File: src/rtl/cfg_shift_driver.sv
// cfg_shift_driver: MSB-first serializer for the config shift chain; CFG_SHIFT_LATCH_EN adds a latch strobe state.
// Latency: done at 1+2*DIV*WIDTH clk after handshake (+2*DIV with latch); cfg_ready low while busy, no queue.
module cfg_shift_driver #(
    parameter int WIDTH = 32,
    parameter int DIV   = 2
) (
    input  logic             clk,
    input  logic             rst_n,
    input  logic [WIDTH-1:0] cfg_data,
    input  logic             cfg_valid,
    output logic             cfg_ready,
    output logic             sclk,
    output logic             sdo,
    output logic             cfg_latch,
    output logic             done
);

    localparam int DCW = $clog2(DIV) + 1;
    localparam int BCW = $clog2(WIDTH) + 1;

    localparam logic [DCW-1:0] DIV_LAST = DCW'(DIV - 1);
    localparam logic [BCW-1:0] BIT_LOAD = BCW'(WIDTH);

    typedef enum logic [2:0] {
        S_IDLE,
        S_LOW,
        S_HIGH,
`ifdef CFG_SHIFT_LATCH_EN
        S_LATCH,
`endif
        S_DONE
    } state_t;

    state_t           r_state;
    state_t           w_state_nxt;
    logic [DCW-1:0]   r_div_cnt;
    logic [DCW-1:0]   w_div_nxt;
    logic [BCW-1:0]   r_bit_cnt;
    logic [BCW-1:0]   w_bit_nxt;
    logic [WIDTH-1:0] r_shreg;
    logic [WIDTH-1:0] w_shreg_nxt;

    logic             r_ready;
    logic             r_sclk;
    logic             r_sdo;
    logic             r_done;
    logic             w_ready_nxt;
    logic             w_sclk_nxt;
    logic             w_sdo_nxt;
    logic             w_done_nxt;
    logic             w_div_zero;

    assign w_div_zero = (r_div_cnt == '0);

    // Every state that counts reloads the divider on entry and leaves when it reaches zero.
    always_comb begin
        w_state_nxt = r_state;
        w_div_nxt   = r_div_cnt;
        w_bit_nxt   = r_bit_cnt;
        w_shreg_nxt = r_shreg;
        case (r_state)
            S_IDLE: begin
                if (cfg_valid && r_ready) begin
                    w_state_nxt = S_LOW;
                    w_shreg_nxt = cfg_data;
                    w_bit_nxt   = BIT_LOAD;
                    w_div_nxt   = DIV_LAST;
                end
            end
            S_LOW: begin
                if (w_div_zero) begin
                    w_state_nxt = S_HIGH;
                    w_div_nxt   = DIV_LAST;
                end else begin
                    w_div_nxt = r_div_cnt - DCW'(1);
                end
            end
            S_HIGH: begin
                if (w_div_zero) begin
                    w_shreg_nxt = {r_shreg[WIDTH-2:0], 1'b0};
                    w_bit_nxt   = r_bit_cnt - BCW'(1);
                    if (r_bit_cnt == BCW'(1)) begin
`ifdef CFG_SHIFT_LATCH_EN
                        w_state_nxt = S_LATCH;
                        w_div_nxt   = DCW'(2 * DIV - 1);
`else
                        w_state_nxt = S_DONE;
                        w_div_nxt   = '0;
`endif
                    end else begin
                        w_state_nxt = S_LOW;
                        w_div_nxt   = DIV_LAST;
                    end
                end else begin
                    w_div_nxt = r_div_cnt - DCW'(1);
                end
            end
`ifdef CFG_SHIFT_LATCH_EN
            S_LATCH: begin
                if (w_div_zero) begin
                    w_state_nxt = S_DONE;
                    w_div_nxt   = '0;
                end else begin
                    w_div_nxt = r_div_cnt - DCW'(1);
                end
            end
`endif
            S_DONE: begin
                w_state_nxt = S_IDLE;
            end
            default: begin
                w_state_nxt = S_IDLE;
            end
        endcase
    end

    // Outputs are decoded from the next state so each one comes straight off a flop.
    always_comb begin
        w_ready_nxt = (w_state_nxt == S_IDLE);
        w_sclk_nxt  = (w_state_nxt == S_HIGH);
        w_done_nxt  = (w_state_nxt == S_DONE);
        w_sdo_nxt   = 1'b0;
        if (w_state_nxt == S_LOW) begin
            w_sdo_nxt = w_shreg_nxt[WIDTH-1];
        end else if (w_state_nxt == S_HIGH) begin
            w_sdo_nxt = r_sdo;
        end
    end

    always_ff @(posedge clk or negedge rst_n) begin
        if (!rst_n) begin
            r_state   <= S_IDLE;
            r_div_cnt <= '0;
            r_bit_cnt <= '0;
            r_shreg   <= '0;
            r_ready   <= 1'b0;
            r_sclk    <= 1'b0;
            r_sdo     <= 1'b0;
            r_done    <= 1'b0;
        end else begin
            r_state   <= w_state_nxt;
            r_div_cnt <= w_div_nxt;
            r_bit_cnt <= w_bit_nxt;
            r_shreg   <= w_shreg_nxt;
            r_ready   <= w_ready_nxt;
            r_sclk    <= w_sclk_nxt;
            r_sdo     <= w_sdo_nxt;
            r_done    <= w_done_nxt;
        end
    end

`ifdef CFG_SHIFT_LATCH_EN
    logic r_latch;

    always_ff @(posedge clk or negedge rst_n) begin
        if (!rst_n) begin
            r_latch <= 1'b0;
        end else begin
            r_latch <= (w_state_nxt == S_LATCH);
        end
    end

    assign cfg_latch = r_latch;
`else
    assign cfg_latch = 1'b0;
`endif

    assign cfg_ready = r_ready;
    assign sclk      = r_sclk;
    assign sdo       = r_sdo;
    assign done      = r_done;

endmodule

File: config.mk
export PLATFORM = sky130hd
export DESIGN_NAME = cfg_shift_driver
export DESIGN_NICKNAME = d
export VERILOG_FILES = /design/src/rtl/cfg_shift_driver.sv
export SDC_FILE = /design/constraint.sdc
export NUM_CORES = 1
export LEC_CHECK = 0
export ABC_CLOCK_PERIOD_IN_PS = 3500
export CORE_ASPECT_RATIO = 1.5
export CORE_MARGIN = 4
export CORE_UTILIZATION = 56
export CTS_CLUSTER_SIZE = 8
export DETAILED_ROUTE_END_ITERATION = 7
export GPL_ROUTABILITY_DRIVEN = 0
export PLACE_DENSITY = 0.93
export SLEW_MARGIN = 10
export SYNTH_ARGS = -nofsm -noshare
export SYNTH_HDL_FRONTEND = slang
export SYNTH_SLANG_ARGS = --single-unit
File: constraint.sdc
create_clock -name clk -period 3.5 [get_ports clk]
set_input_delay 0.35 -clock clk [delete_from_list [all_inputs] [get_ports clk]]
set_output_delay 0.35 -clock clk [all_outputs]
set_load 0.01 [all_outputs]
# [Yosys cells after proc, flatten, opt, wreduce, memory -nomap -nowiden]
# Cells that the tools add are included.
# W data, S select, Z words.
[word_totals] inputBits=35 ff_bits=47 n_memories=0 ramBits=0 output_inout_bits=5 latchBits=0 rom_bits=0
[op_classes] multipliers=0 n_div=0 n_eq_ne=9 bitwise=0 n_mux=18 order_cmp=0 reduce_logical=8 shift=0 addsub=2
[op_table] op="$mux W32" n=2
[op_table] op="$pmux W32 S2" n=1
[op_table] op="$mux W6" n=2
[op_table] op="$pmux W6 S2" n=1
[op_table] op="$eq A3 B2 Y1 const B" n=3
[op_table] op="$mux W3" n=3
[op_table] op="$pmux W3 S3" n=1
[op_table] op="$mux W2" n=4
[op_table] op="$eq A3 B1 Y1 const B" n=2
[op_table] op="$eq A6 B1 Y1 const B" n=1
[op_table] op="$logic_not A3 Y1" n=2
[op_table] op="$pmux W2 S3" n=1
[op_table] op="$sub A6 B1 Y6 const B" n=1
[op_table] op="$ne A2 B2 Y1 const B" n=2
[op_table] op="$mux W1" n=3
[op_table] op="$reduce_and A3 Y1" n=1
[op_table] op="$reduce_bool A3 Y1" n=1
[op_table] op="$logic_not A2 Y1" n=1
[op_table] op="$ne A2 B1 Y1 const B" n=1
[op_table] op="$reduce_and A2 Y1" n=1
[op_table] op="$reduce_bool A2 Y1" n=1
[op_table] op="$sub A2 B1 Y2 const B" n=1
[op_table] op="$logic_and A1 B1 Y1" n=1

# [Longest topological paths before layout]
[depth] depth_word=7 mapped_depth=7 depth_no_buf=6

# [Least setup slack after synthesis]
# Ideal clock, no wire load.
[synth_timing] kind="register to register" startpoint="register r_state[2]" endpoint="register r_sdo (netlist: sdo)" path_slack_ns=1.990 path_stages_with_launch=7 arrival_ns=1.388 required_time_ns=3.378 path_buffers=2 path_cell_list="dfrtp_1 -> buf_6 -> nor3b_4 -> and2_1 -> buf_6 -> o311ai_4 -> a32o_1"
[synth_between] word_cells_on_any_way=12
[synth_rtl] item="from (decl)" line="34" text="state_t r_state;"
[synth_rtl] item="from (signal assigned)" line="141" text="r_state <= w_state_nxt;"
[synth_rtl] item="$eq A3 B2 Y1 / $logic_not A3 Y1 (equally long branches)" line="61" text="case (r_state)"
[synth_rtl] item="$pmux W32 S2 *" line="61"
[synth_rtl] item="via w_shreg_nxt[31]" line="41" text="logic [WIDTH-1:0] w_shreg_nxt;"
[synth_rtl] item="$mux W1 *" line="123" text="if (w_state_nxt == S_LOW) begin"
[synth_rtl] item="to (signal assigned)" line="147" text="r_sdo <= w_sdo_nxt;"
[synth_rtl] item="to (decl)" line="45" text="logic r_sdo;"
# The timed path passes the listed nets; every way through them passes the cells marked *.
# A chain may end at the register's enable or synchronous reset.

# [Final worst setup path]
[layout_timing] startpoint="register r_state[2]" endpoint="register r_bit_cnt[1]"
[layout_between] elab_chain_cells=3 word_cells_on_any_way=7
[layout_lines] item="$eq A3 B2 Y1 / $logic_not A3 Y1 (equally long branches)" line="61"
[layout_lines] item="$ne A2 B2 Y1 (no line) / $reduce_bool A2 Y1 (equally long branches)"
[layout_lines] item="$reduce_and A3 Y1 (no line)"
[layout_lines] item="to (signal assigned)" line="143" text="r_bit_cnt <= w_bit_nxt;"
[layout_lines] item="to (decl)" line="38" text="logic [BCW-1:0] r_bit_cnt;"
# Parallel ways exist; a longest one is shown, timed or not.

==> reports/qor.yml <==
status: "finished clean"
fin_worst_hold_slack_ns: 0.220
ys_top_cells_by_area: "dfrtp_1 54%, a22o_1 12%, a21o_1 10%, buf_6 4.1%, buf_4 1.7%"
max-slew-margin-rel: 0.316
io_pins: 40
drt-pass1-iter-count: 4
worstSetupStartpointType: "flop"
setup_tns_ns: 0
finish.cell_count_without_fillers: 255
cp_max_fo: 32
max-clock-path-buffers: 2
number_of_violations_reported_at_the_end_of_detailed_routing_iteration_0: 28
slack_of_the_worst_reg_to_reg_path_ns: 1.28
nNetsFinal: 248
clock_latency_ns: 0.30
finalHoldViolCount: 0
grt_max_degree: 48
synth-seq-cells: 47
h-tree-depth: 2
routed-via-count: 1507
synth_cells: 177
yosys-top-cells-count: "47 x dfrtp_1, 31 x a22o_1, 30 x a21o_1, 8 x buf_6"
worst_setup_path_end_kind: "flop"
cts_setup_buffers: 0
antenna_found_initial: 0
rsz0062_at_grt: "false"
design.die.area_mm2: 0.00498
fmaxAchievable_mhz: 451
synthFlopType: "dfrtp_1"
root_buffer: "clkbuf_8"
first_global_vias: 1473
clk_pin_slew_ns: 0.08
worst_pin_slew_ns: 1.03
route.final.wire_length_um: 4220
finalCritPeriodShare: 0.633
core.rowCount: 27
ys.warnings.count: 0
power_per_cell_area_mw_per_mm2: 713
drv_cap: 0
start_util: 0.587
post_synth.cell_area_avg_um2: 12.3
crit_required_ns: 3.69
vdd.ir_drop.worst_mv: 0.522
cts_tree: "done"
place.port_buffers: 38
groute.usage.overall: 0.183
worst_clock_skew_ns: 0.00783
clkSinkCount: 47
viasPerCell: 5.91
globalRouteOverflowTotal: 0
synth.most_common_cell: "dfrtp_1"
finalSetupViolations: 0
synth_largest_area_cell: "dfrtp_1"
data_arrival_time_of_the_critical_path_ns: 2.41
drv_slew: 0
numCtsBuffers: 5
ff2ff_path_depth: 4
leakage_nw: 1.29
fp.dieH_um: 84.4
post-route-drc-count: 0
post-layout-total-power_mw: 1.86
dp_hpwl_um: 2850
antenna-diode-count: 0
grt_first_pass_wirelength_um: 6900
final_antenna_net_count: 0
routed_wire_length_per_instance_um: 16.5
type_of_the_most_critical_hold_path: "input port to async pin"
mappedNetlistArea_mm2: 0.00218
worst_path_class_setup: "flop to flop"
netlist-cell-type-count: 32
die-width_um: 59.0
placedCellCount: 247
floorplan.core_area_mm2: 0.00372
post-route-min-period_ns: 2.22
proportion_of_register_bits_with_asynchronous_set_or_reset_after_synthesis: 1.00
holdBufCountCts: 0
postCtsResizedCells: 0
yosysSeqAreaShare: 0.539
synth-edff-count: 0
final_layout_size_suffix_gt1_frac: 0.0849
areaGrowthSynthToFinish_pct: 19.7
synth_largest_type_area_fraction: 0.539
==> kinds of logic after synthesis <==
| family | after synthesis | synth area share |
|---|---|---|
| simple gates | 31 | 0.0849 |
| buf+inv | 19 | 0.0688 |
| fa+ha+maj | 2 | 0.0115 |
| mux | 2 | 0.0103 |
| flops | 47 | 0.539 |
| xor+xnor | 4 | 0.0161 |
| compound gates | 71 | 0.267 |
| other cells | 1 | 0.00172 |
==> final timing paths <==
check                                     to   startpoint
worst max-delay path            r_bit_cnt[1]   r_state[2]
worst min-delay path             r_shreg[16]        rst_n
worst max register to register  r_bit_cnt[1]   r_state[2]
worst min register to register   r_shreg[21]  r_shreg[21]
max in group asynchronous         r_shreg[7]        rst_n
min in group clk                 r_shreg[21]  r_shreg[21]
==> routing by layer <==
layer  global-route usage  up-vias  part of all wire
li1                     -      721                 -
met4               0.0825        0             0.018
met5                    0        -                 0
met1                0.237      750              0.42
met2                0.292       29              0.53
met3               0.0354        7             0.033
==> registers in the layout, indices dropped and copies added, names as in the netlist <==
name / count
sclk: 1
r_bit_cnt: 6
done: 1
cfg_ready: 1
sdo: 1
r_state: 3
r_div_cnt: 2
r_shreg: 32
==> critical path, stage by stage, from the launching register on <==
cell and delay, ns:
dfrtp_1 0.48, nor3b_4 0.35, and2_1 0.65, nor2_4 0.29
o41ai_1 0.33
==> power by group <==
group	internal, mW	switching [mW]
Clock	0.231	0.176
Combinational	0.292	0.251
Sequential	0.764	0.149
==> cell type report <==
class | count | area (um2)
inverter | 6 | 22.5
fill | 276 | 1100
timing repair buffer | 39 | 383
multi-input combinational | 112 | 858
clock inverter | 2 | 35.0
tap | 43 | 53.8
clock buffer | 6 | 82.6
sequential | 47 | 1180
==> stage by stage <==
step | area, um2 | utilization | setup WS, ns
2_1_floorplan | 2180 | - | 1.99
5_1_grt | 2610 | 0.703 | 1.07
3_5_place_dp | 2490 | 0.671 | 1.32
4_1_cts | 2610 | 0.703 | 1.29
3_3_place_gp | 2490 | 0.671 | 1.43
6_report | 2610 | 0.703 | 1.28
==> layout by cell type, fill, tap and decap left out <==
master / n
a211oi_1: 1
a21o_1: 30
a21oi_1: 1
a22o_1: 31
a32o_1: 1
and2_1: 2
and3_4: 1
buf_2: 1
buf_4: 1
bufinv_16: 1
clkbuf_8: 6
clkdlybuf4s50_1: 37
clkinv_2: 1
conb_1: 2
dfrtp_1: 47
ha_1: 2
inv_1: 6
mux2_2: 2
nand2_1: 3
nand2b_1: 2
nand3_1: 7
nand4_1: 3
nor2_1: 7
nor2_2: 1
nor2_4: 1
nor3_1: 1
nor3_2: 1
nor3b_4: 1
nor4_1: 1
o21a_1: 1
o21ai_0: 2
o21ai_1: 1
o22ai_1: 1
o311ai_4: 1
o41ai_1: 1
xor2_1: 4
(Power assumes the default switching activity.)
